$ cat config.mk
export PLATFORM = sky130hd
export DESIGN_NAME = syscall_flush_sequencer
export DESIGN_NICKNAME = d
export VERILOG_FILES = /design/src/rtl/cpu_pkg.sv /design/src/rtl/syscall_flush_sequencer.sv
export SDC_FILE = /design/constraint.sdc
export NUM_CORES = 1
export LEC_CHECK = 0
export ABC_AREA = 0
export CAP_MARGIN = 20
export CORE_MARGIN = 5
export CORE_UTILIZATION = 51
export CTS_CLUSTER_SIZE = 40
export DETAILED_ROUTE_END_ITERATION = 12
export GPL_ROUTABILITY_DRIVEN = 0
export PLACE_DENSITY_LB_ADDON = 0.15
export REMOVE_ABC_BUFFERS = 1
export SETUP_SLACK_MARGIN = 0.4
export SLEW_MARGIN = 15
export SYNTH_ARGS = -nofsm -noshare
export SYNTH_HDL_FRONTEND = slang
export SYNTH_SLANG_ARGS = --single-unit
$ cat constraint.sdc
create_clock -name CLK -period 2.65 [get_ports CLK]
set_clock_uncertainty 0.1 [all_clocks]
set_input_delay 0.3975 -clock CLK [delete_from_list [all_inputs] [get_ports CLK]]
set_output_delay 0.3975 -clock CLK [all_outputs]
set_load 0.01 [all_outputs]
$ cat src/rtl/cpu_pkg.sv
// rtl/cpu_pkg.sv - shared decode/sequencer types and constants
package cpu_pkg;

  typedef enum logic [2:0] {
    ST_IDLE  = 3'd0,
    ST_DRAIN = 3'd1,
    ST_FLUSH = 3'd2,
    ST_SYS   = 3'd3,
    ST_REL   = 3'd4
  } sc_state_e;

  localparam logic [31:0] SYSCALL_WORD = 32'h0000_000c;

  // Decode compares the ALU code against these to derive no_sys_notify.
  localparam logic [5:0] ALU_LL = 6'b101000;
  localparam logic [5:0] ALU_SC = 6'b110110;

endpackage

$ cat src/rtl/syscall_flush_sequencer.sv
// rtl/syscall_flush_sequencer.sv - holds a SYSCALL/LL/SC in decode through drain, cache flush and SYS notify
module syscall_flush_sequencer
  import cpu_pkg::*;
#(
  parameter int DRAIN_CYCLES   = 3,
  parameter int TIMEOUT_CYCLES = 255
) (
  input  logic        CLK,
  input  logic        RESET,
  input  logic        syscall_valid,
  input  logic [31:0] syscall_pc,
  input  logic        no_sys_notify,
  input  logic        pipe_stall,
  input  logic        flush_finished,
  output logic        bubble,
  output logic        want_freeze,
  output logic        flush_req,
  output logic        sys_pulse,
  output logic        inhibit_freeze,
  output logic        busy,
  output logic        flush_timeout,
  output logic [2:0]  sys_count
);

  localparam int              TW         = $clog2(TIMEOUT_CYCLES + 1);
  localparam logic [2:0]      DRAIN_INIT = 3'(DRAIN_CYCLES);
  localparam logic [TW-1:0]   TO_MAX     = TW'(TIMEOUT_CYCLES);

  sc_state_e     state_q, state_d;
  logic [2:0]    cnt_q, cnt_d;
  logic [TW-1:0] to_cnt_q, to_cnt_d;
  logic          timeout_q, timeout_d;
  logic [31:0]   last_pc_q, last_pc_d;
  logic          pc_done_q, pc_done_d;
  logic          same_pc;
  logic          new_sc;

  always_ff @(posedge CLK or posedge RESET) begin
    if (RESET) begin
      state_q   <= ST_IDLE;
      cnt_q     <= '0;
      to_cnt_q  <= '0;
      timeout_q <= 1'b0;
      last_pc_q <= '0;
      pc_done_q <= 1'b0;
    end else begin
      state_q   <= state_d;
      cnt_q     <= cnt_d;
      to_cnt_q  <= to_cnt_d;
      timeout_q <= timeout_d;
      last_pc_q <= last_pc_d;
      pc_done_q <= pc_done_d;
    end
  end

  always_comb begin
    state_d        = state_q;
    cnt_d          = cnt_q;
    to_cnt_d       = '0;
    timeout_d      = timeout_q;
    last_pc_d      = last_pc_q;
    bubble         = 1'b0;
    want_freeze    = 1'b0;
    flush_req      = 1'b0;
    sys_pulse      = 1'b0;
    inhibit_freeze = 1'b0;

    // A SYSCALL already released stays done only while it remains in ID at the same PC;
    // RESET gating keeps the combinational IDLE outputs low while reset is held.
    same_pc   = (syscall_pc == last_pc_q);
    new_sc    = syscall_valid & ~RESET & ~(pc_done_q & same_pc);
    pc_done_d = pc_done_q & syscall_valid & same_pc;

    case (state_q)
      ST_IDLE: begin
        bubble      = new_sc;
        want_freeze = new_sc;
        if (new_sc) begin
          state_d = ST_DRAIN;
          cnt_d   = DRAIN_INIT;
        end
      end
      ST_DRAIN: begin
        bubble      = 1'b1;
        want_freeze = 1'b1;
        if (!pipe_stall && cnt_q != 3'd0) begin
          cnt_d = cnt_q - 3'd1;
        end
        if (!syscall_valid) begin
          state_d = ST_IDLE;
        end else if (cnt_q == 3'd1 && !pipe_stall) begin
          state_d = ST_FLUSH;
        end
      end
      ST_FLUSH: begin
        flush_req   = 1'b1;
        bubble      = 1'b1;
        want_freeze = 1'b1;
        if (to_cnt_q == TO_MAX) begin
          to_cnt_d  = to_cnt_q;
          timeout_d = 1'b1;
        end else begin
          to_cnt_d = to_cnt_q + TW'(1);
        end
        if (flush_finished) begin
          state_d = ST_SYS;
        end
      end
      ST_SYS: begin
        sys_pulse   = ~no_sys_notify;
        bubble      = 1'b1;
        want_freeze = 1'b1;
        state_d     = ST_REL;
      end
      ST_REL: begin
        inhibit_freeze = 1'b1;
        last_pc_d      = syscall_pc;
        pc_done_d      = 1'b1;
        state_d        = ST_IDLE;
      end
      default: begin
        state_d = ST_IDLE;
      end
    endcase
  end

  assign busy          = (state_q != ST_IDLE);
  assign flush_timeout = timeout_q;
  assign sys_count     = cnt_q;

endmodule

# Yosys cells after proc, flatten, opt, wreduce, memory -nomap -nowiden

Cells that the tools add are included.

Muxes and demuxes: 15
Eq/ne operators: 12
Add/sub/neg operators: 2
Reductions and logical operators: 11
Bitwise logic cells: 8

Operators by type and width:

| cell                                             | count |
|---|---|
| == test 32 bit                                   | 1 |
| 2-to-1 mux 3 bit                                 | 6 |
| 2-to-1 mux 8 bit                                 | 2 |
| one-hot mux 3 bit (4 select lines)               | 1 |
| adder 8 x 1 -> 8 bit, second input constant      | 1 |
| == test 8 bit, second input constant             | 1 |
| != test 2 bit, second input constant             | 4 |
| == test 3 x 1 -> 1 bit, second input constant    | 2 |
| == test 3 x 2 -> 1 bit, second input constant    | 2 |
| one-hot mux 3 bit (2 select lines)               | 1 |
| AND reduction 3 bit                              | 2 |
| nonzero test 3 bit                               | 2 |
| AND 1 bit                                        | 5 |
| 2-to-1 mux 1 bit                                 | 4 |
| == test 3 bit, second input constant             | 1 |
| zero test 3 bit                                  | 1 |
| != test 3 bit, second input constant             | 1 |
| NOT 1 bit                                        | 3 |
| OR reduction 3 bit                               | 1 |
| subtractor 3 x 1 -> 3 bit, second input constant | 1 |
| logical AND 1 bit                                | 2 |
| one-hot mux 1 bit (2 select lines)               | 1 |
| AND reduction 2 bit                              | 1 |
| nonzero test 2 bit                               | 1 |
| zero test 1 bit                                  | 1 |

Flip-flop bits (word level): 48
Input bits: 38
Output and inout bits: 10

# Longest topological paths before layout

Word-level depth: 6
Gate-level depth with buffers: 7
Gate-level depth less buffers: 7

# Least setup slack after synthesis

Ideal clock, no wire load.

Path kind: input to output
Start point: in syscall_pc[30]
End point: out want_freeze
Buffers on the path: 1
Cell stages on the path: 6
Required time: 2.152 ns
Arrival: 1.636 ns
Setup slack: 0.516 ns
Cell sequence: xnor2_1 > nand4_1 > or4_4 > nor3_2 > o41ai_1 > buf_4

Cells in the longest elaborated chain, start to end: 5

RTL lines:

| item                               | RTL line                      | RTL |
|---|---|---|
| from (decl)                        | syscall_flush_sequencer.sv:11 | `input logic [31:0] syscall_pc,` |
| == test 32 bit                     | syscall_flush_sequencer.sv:70 | `same_pc = (syscall_pc == last_pc_q);` |
| AND 1 bit                          | syscall_flush_sequencer.sv:71 | `new_sc = syscall_valid & ~RESET & ~(pc_done_q & same_pc);` |
| NOT 1 bit                          | syscall_flush_sequencer.sv:71 |  |
| AND 1 bit                          | syscall_flush_sequencer.sv:71 |  |
| one-hot mux 1 bit (2 select lines) | --                            |  |
| to (decl)                          | syscall_flush_sequencer.sv:16 | `output logic want_freeze,` |

Every way passes these cells.

# Worst setup path in the final report

Start point: reg last_pc_q[30]
End point: out bubble

Cells in the longest elaborated chain, start to end: 5

RTL lines:

| item                               | RTL line                      | RTL |
|---|---|---|
| from (decl)                        | syscall_flush_sequencer.sv:33 | `logic [31:0] last_pc_q, last_pc_d;` |
| from (signal assigned)             | syscall_flush_sequencer.sv:51 | `last_pc_q <= last_pc_d;` |
| == test 32 bit                     | syscall_flush_sequencer.sv:70 |  |
| AND 1 bit                          | syscall_flush_sequencer.sv:71 |  |
| NOT 1 bit                          | syscall_flush_sequencer.sv:71 |  |
| AND 1 bit                          | syscall_flush_sequencer.sv:71 |  |
| one-hot mux 1 bit (2 select lines) | syscall_flush_sequencer.sv:74 | `case (state_q)` |
| to (decl)                          | syscall_flush_sequencer.sv:15 | `output logic bubble,` |

Every way passes these cells.

==> impl_summary.txt <==
----------------------------------------------------
[Critical path]
  Kind of start point of the critical path ... register
  Arrival time at the worst endpoint ... 1.94 ns
  Classification of the worst setup path ... register to output port
  Highest net fanout along the worst path ... 2
  Worst Path Buf+Inv ... 1
  Cell breakdown of the critical path ... xnor2_1, nand4_1, or4_4, nor3_4, o41ai_4, buf_2
  Stage delay of the slowest cell on the critical path ... 0.55 ns
  CP delay by family, top ... simple AND/OR/NAND/NOR gates
  Cell with the biggest individual delay on the critical path ... or4_4
  Worst setup EP type ... output port
  Worst EP required ... 2.15 ns

[Drt]
  First-pass DRT Iterations ... 4
  Vias per std cell ... 5.29
  DRT Wirelength ... 4610 um
  DRC ... 0
  Number of vias after detailed routing ... 1682
  Average routed wire per standard cell ... 14.5 um
  Residual antenna-violating net count after detailed routing ... 0
  DRT iter0 DRCs ... 73

[Flow run]
  Max Cap Violations ... 0

[Global route]
  Pin count of the biggest net entering global routing ... 49
  Met1 GRT Util ... 21.2%
  Met3 usage in global routing ... 3.63%
  Met2 Usage GRT ... 25.6%
  Number of global-route vias before repair ... 1744
  Wire length of the first global-routing pass ... 7890 um
  Routing layer with the top usage in global route ... met2
  Total GRT Usage ... 15.8%
  Antenna violations before repair ... 0
  Global route total overflow ... 0

[Floorplanning]
  Die boundary width ... 78.8 um
  Total core area ... 4660 um^2
  Initial core utilization ... 51.8%
  Number of placement rows ... 25
  Number of primary I/O pins ... 48
  Height of the chip ... 78.8 um
  Die Area ... 6210 um^2

[Yosys]
  Mapped Area ... 2420 um^2
  Synth warnings ... 0
  Post-Syn Area per Cell ... 12.0 um^2
  Register bit count reported by yosys ... 48
  Part of the Yosys area used for sequential elements ... 49.7%
  Unique cell type count in the Yosys netlist ... 37
  Synth area leader ... dfrtp_1
  Cell types occupying the most area after synthesis ... dfrtp_1, mux2_2, xor2_1, xnor2_1, ha_1
  Cell count after synthesis ... 201
  Area fraction of the dominant cell type after synthesis ... 49.7%

[Power and ir drop]
  Part of the total power dissipated in sequential elements ... 46.5%
  Max VDD drop ... 451 uV
  Clock Power Share ... 18.3%
  Cell-internal power ... 1.65 mW
  Portion of total power attributed to combinational logic ... 35.2%
  Areal power density over the cells ... 752 nW/um^2
  Net Switching ... 0.732 mW
  Switching power share of the total ... 30.7%
  Total power ... 2.38 mW
  Leakage power ... 1.48 nW

[STA]
  Achievable frequency ... 0.409 GHz
  Unrepaired setup endpoints after global routing ... yes
  Final count of negative-setup-slack endpoints ... 0
  Pin slew with the least headroom to its limit ... 0.602 ns
  Share of the clock period used by the worst path ... 92.2%
  Remaining max-slew budget at the tightest pin ... 59.9%
  Total count of max-transition violations in the final report ... 0
  Hold violation total from the final report ... 0
  Aggregate negative setup slack ... 0 ns
  Post-layout minimum cycle time ... 2.44 ns

[Finish]
  Antenna diode count ... 0
  Most frequent standard cell in the layout excluding fill and tap cells ... dfrtp_1
  Fraction of layout cells with a size suffix above 1 ... 28.0%
  Post-layout nets ... 305
  Most frequent cells in the layout ... dfrtp_1, mux2_2, clkdlybuf4s50_1
  Final design utilization ... 67.9%
  Fin cells ... 318
  Area growth from synthesis to layout ... 31.0%

[Clock network]
  Clock buffer count from CTS ... 5
  Root Buffer Master ... clkbuf_8
  Maximum clock insertion buffer count ... 2
  TritonCTS sink count ... 48
  H-tree lvl count ... 2
  CTS tree ... done
  Clock latency at the later pin of the worst-skew pair ... 0.29 ns
  CTS Hold Bufs ... 0
  Clock-pin slew on the worst setup and hold paths ... 0.08 ns

[Place]
  Placed Instances ... 302
  Sum of net half-perimeters after detailed placement ... 3260 um
  Number of buffers inserted by port buffering ... 47

[Status]
  Run status ... finished clean

[Min path]
  Worst Hold Class ... input port to register

----------------------------------------------------
-- stage by stage --
stage | setup WS [ns] | area, um^2 | hold WS [ns]
floorplan | 0.537 | 2370 | 0.370
global placement | -0.265 | 2960 | 0.367
detailed placement | -0.304 | 2960 | 0.361
CTS | 0.137 | 3070 | 0.391
global route | 0.104 | 3160 | 0.320
finish | 0.208 | 3160 | 0.314
-- Yosys cell counts --
master,number
nor4_4,1
a21o_1,1
inv_1,10
mux2_2,32
nor4_1,5
buf_4,4
buf_2,1
and4_1,1
o21ai_0,6
nand2_1,5
clkbuf_1,2
nor3_4,1
a31oi_1,4
nand2b_1,1
xnor2_1,14
nand4_1,5
nor3_1,3
a21oi_1,5
o41ai_1,1
nand3_1,5
ha_1,4
and3_1,3
o22ai_1,1
mux2i_1,1
o21bai_1,1
o211ai_1,1
a22o_1,1
nor3b_1,2
o21ba_1,1
and2_1,1
nor3_2,1
a311oi_1,2
a221oi_1,1
dfrtp_1,48
xor2_1,20
or4_4,1
nor2_1,5
-- layout make-up --
| class | count | area [um^2] |
|---|---|---|
| Tap cell | 54 | 67.6 |
| Fill cell | 364 | 1500 |
| Inverter | 10 | 37.5 |
| Multi-Input combinational cell | 136 | 1210 |
| Timing Repair Buffer | 62 | 558 |
| Clock buffer | 8 | 90.1 |
| Sequential cell | 48 | 1200 |
-- worst register-to-register path: cells and delay by family, from the launching register on --
kind / cells / cell delay, ns
AOI/OAI and AO/OA: 1 / 0.07
xor gates and xnor gates: 1 / 0.16
buffers and inverters: 3 / 0.32
DFF: 1 / 0.39
and+or+nand+nor: 3 / 0.85
-- cells by family (layout without fill, tap and decap cells) --
logic type,count (synthesis),count (layout),share of synthesized area [%]
adder cells (fa/ha/maj),4,4,2.07
flip-flops,48,48,49.7
multiplexers,33,33,15.3
AND/OR/NAND/NOR,40,40,10.5
XOR/XNOR,34,34,12.3
buffers and inverters,17,80,3.31
AO/OA/AOI/OAI,25,25,6.73
-- final timing paths --
check                           slack [ns]  cells after the start            from            end
worst max-delay path                  0.21                      6   last_pc_q[30]         bubble
worst min-delay path                  0.31                      2  syscall_pc[14]  last_pc_q[14]
worst max register to register        0.64                      8   last_pc_q[30]     state_q[0]
worst min register to register        0.38                      1   flush_timeout  flush_timeout
max in group asynchronous             1.40                      3           RESET     state_q[2]
min in group asynchronous             0.61                      3           RESET  last_pc_q[17]
-- power by group through the flow --
stage / Sequential, mW / Clock [mW] / Combinational [mW]
detailed placement: 1.14 / 0 / 0.766
global route: 1.14 / 0.487 / 0.931
finish: 1.11 / 0.435 / 0.838
floorplan: 1.11 / 0 / 0.509
CTS: 1.11 / 0.457 / 0.795
global placement: 1.12 / 0 / 0.756
-- metal layers --
metal	up-vias	wire, um
met5	-	0
met4	0	61
met3	6	225
met2	44	2180
met1	802	2140
li1	830	-
-- state kept, by name (all words and copies together), names as in the netlist --
name,count
last_pc_q,32
flush_timeout,1
state_q,3
to_cnt_q,8
sys_count,3
pc_done_q,1
-- what timing repair did --
action | 4_1_cts | 5_1_grt
hold endpoints to repair | 0 | 0
resized for setup | 35 | 9
buffers inserted | 2 | 6
setup endpoints to repair | 5 | 4
pin swaps | 12 | 11
(Power assumes the default switching activity.)
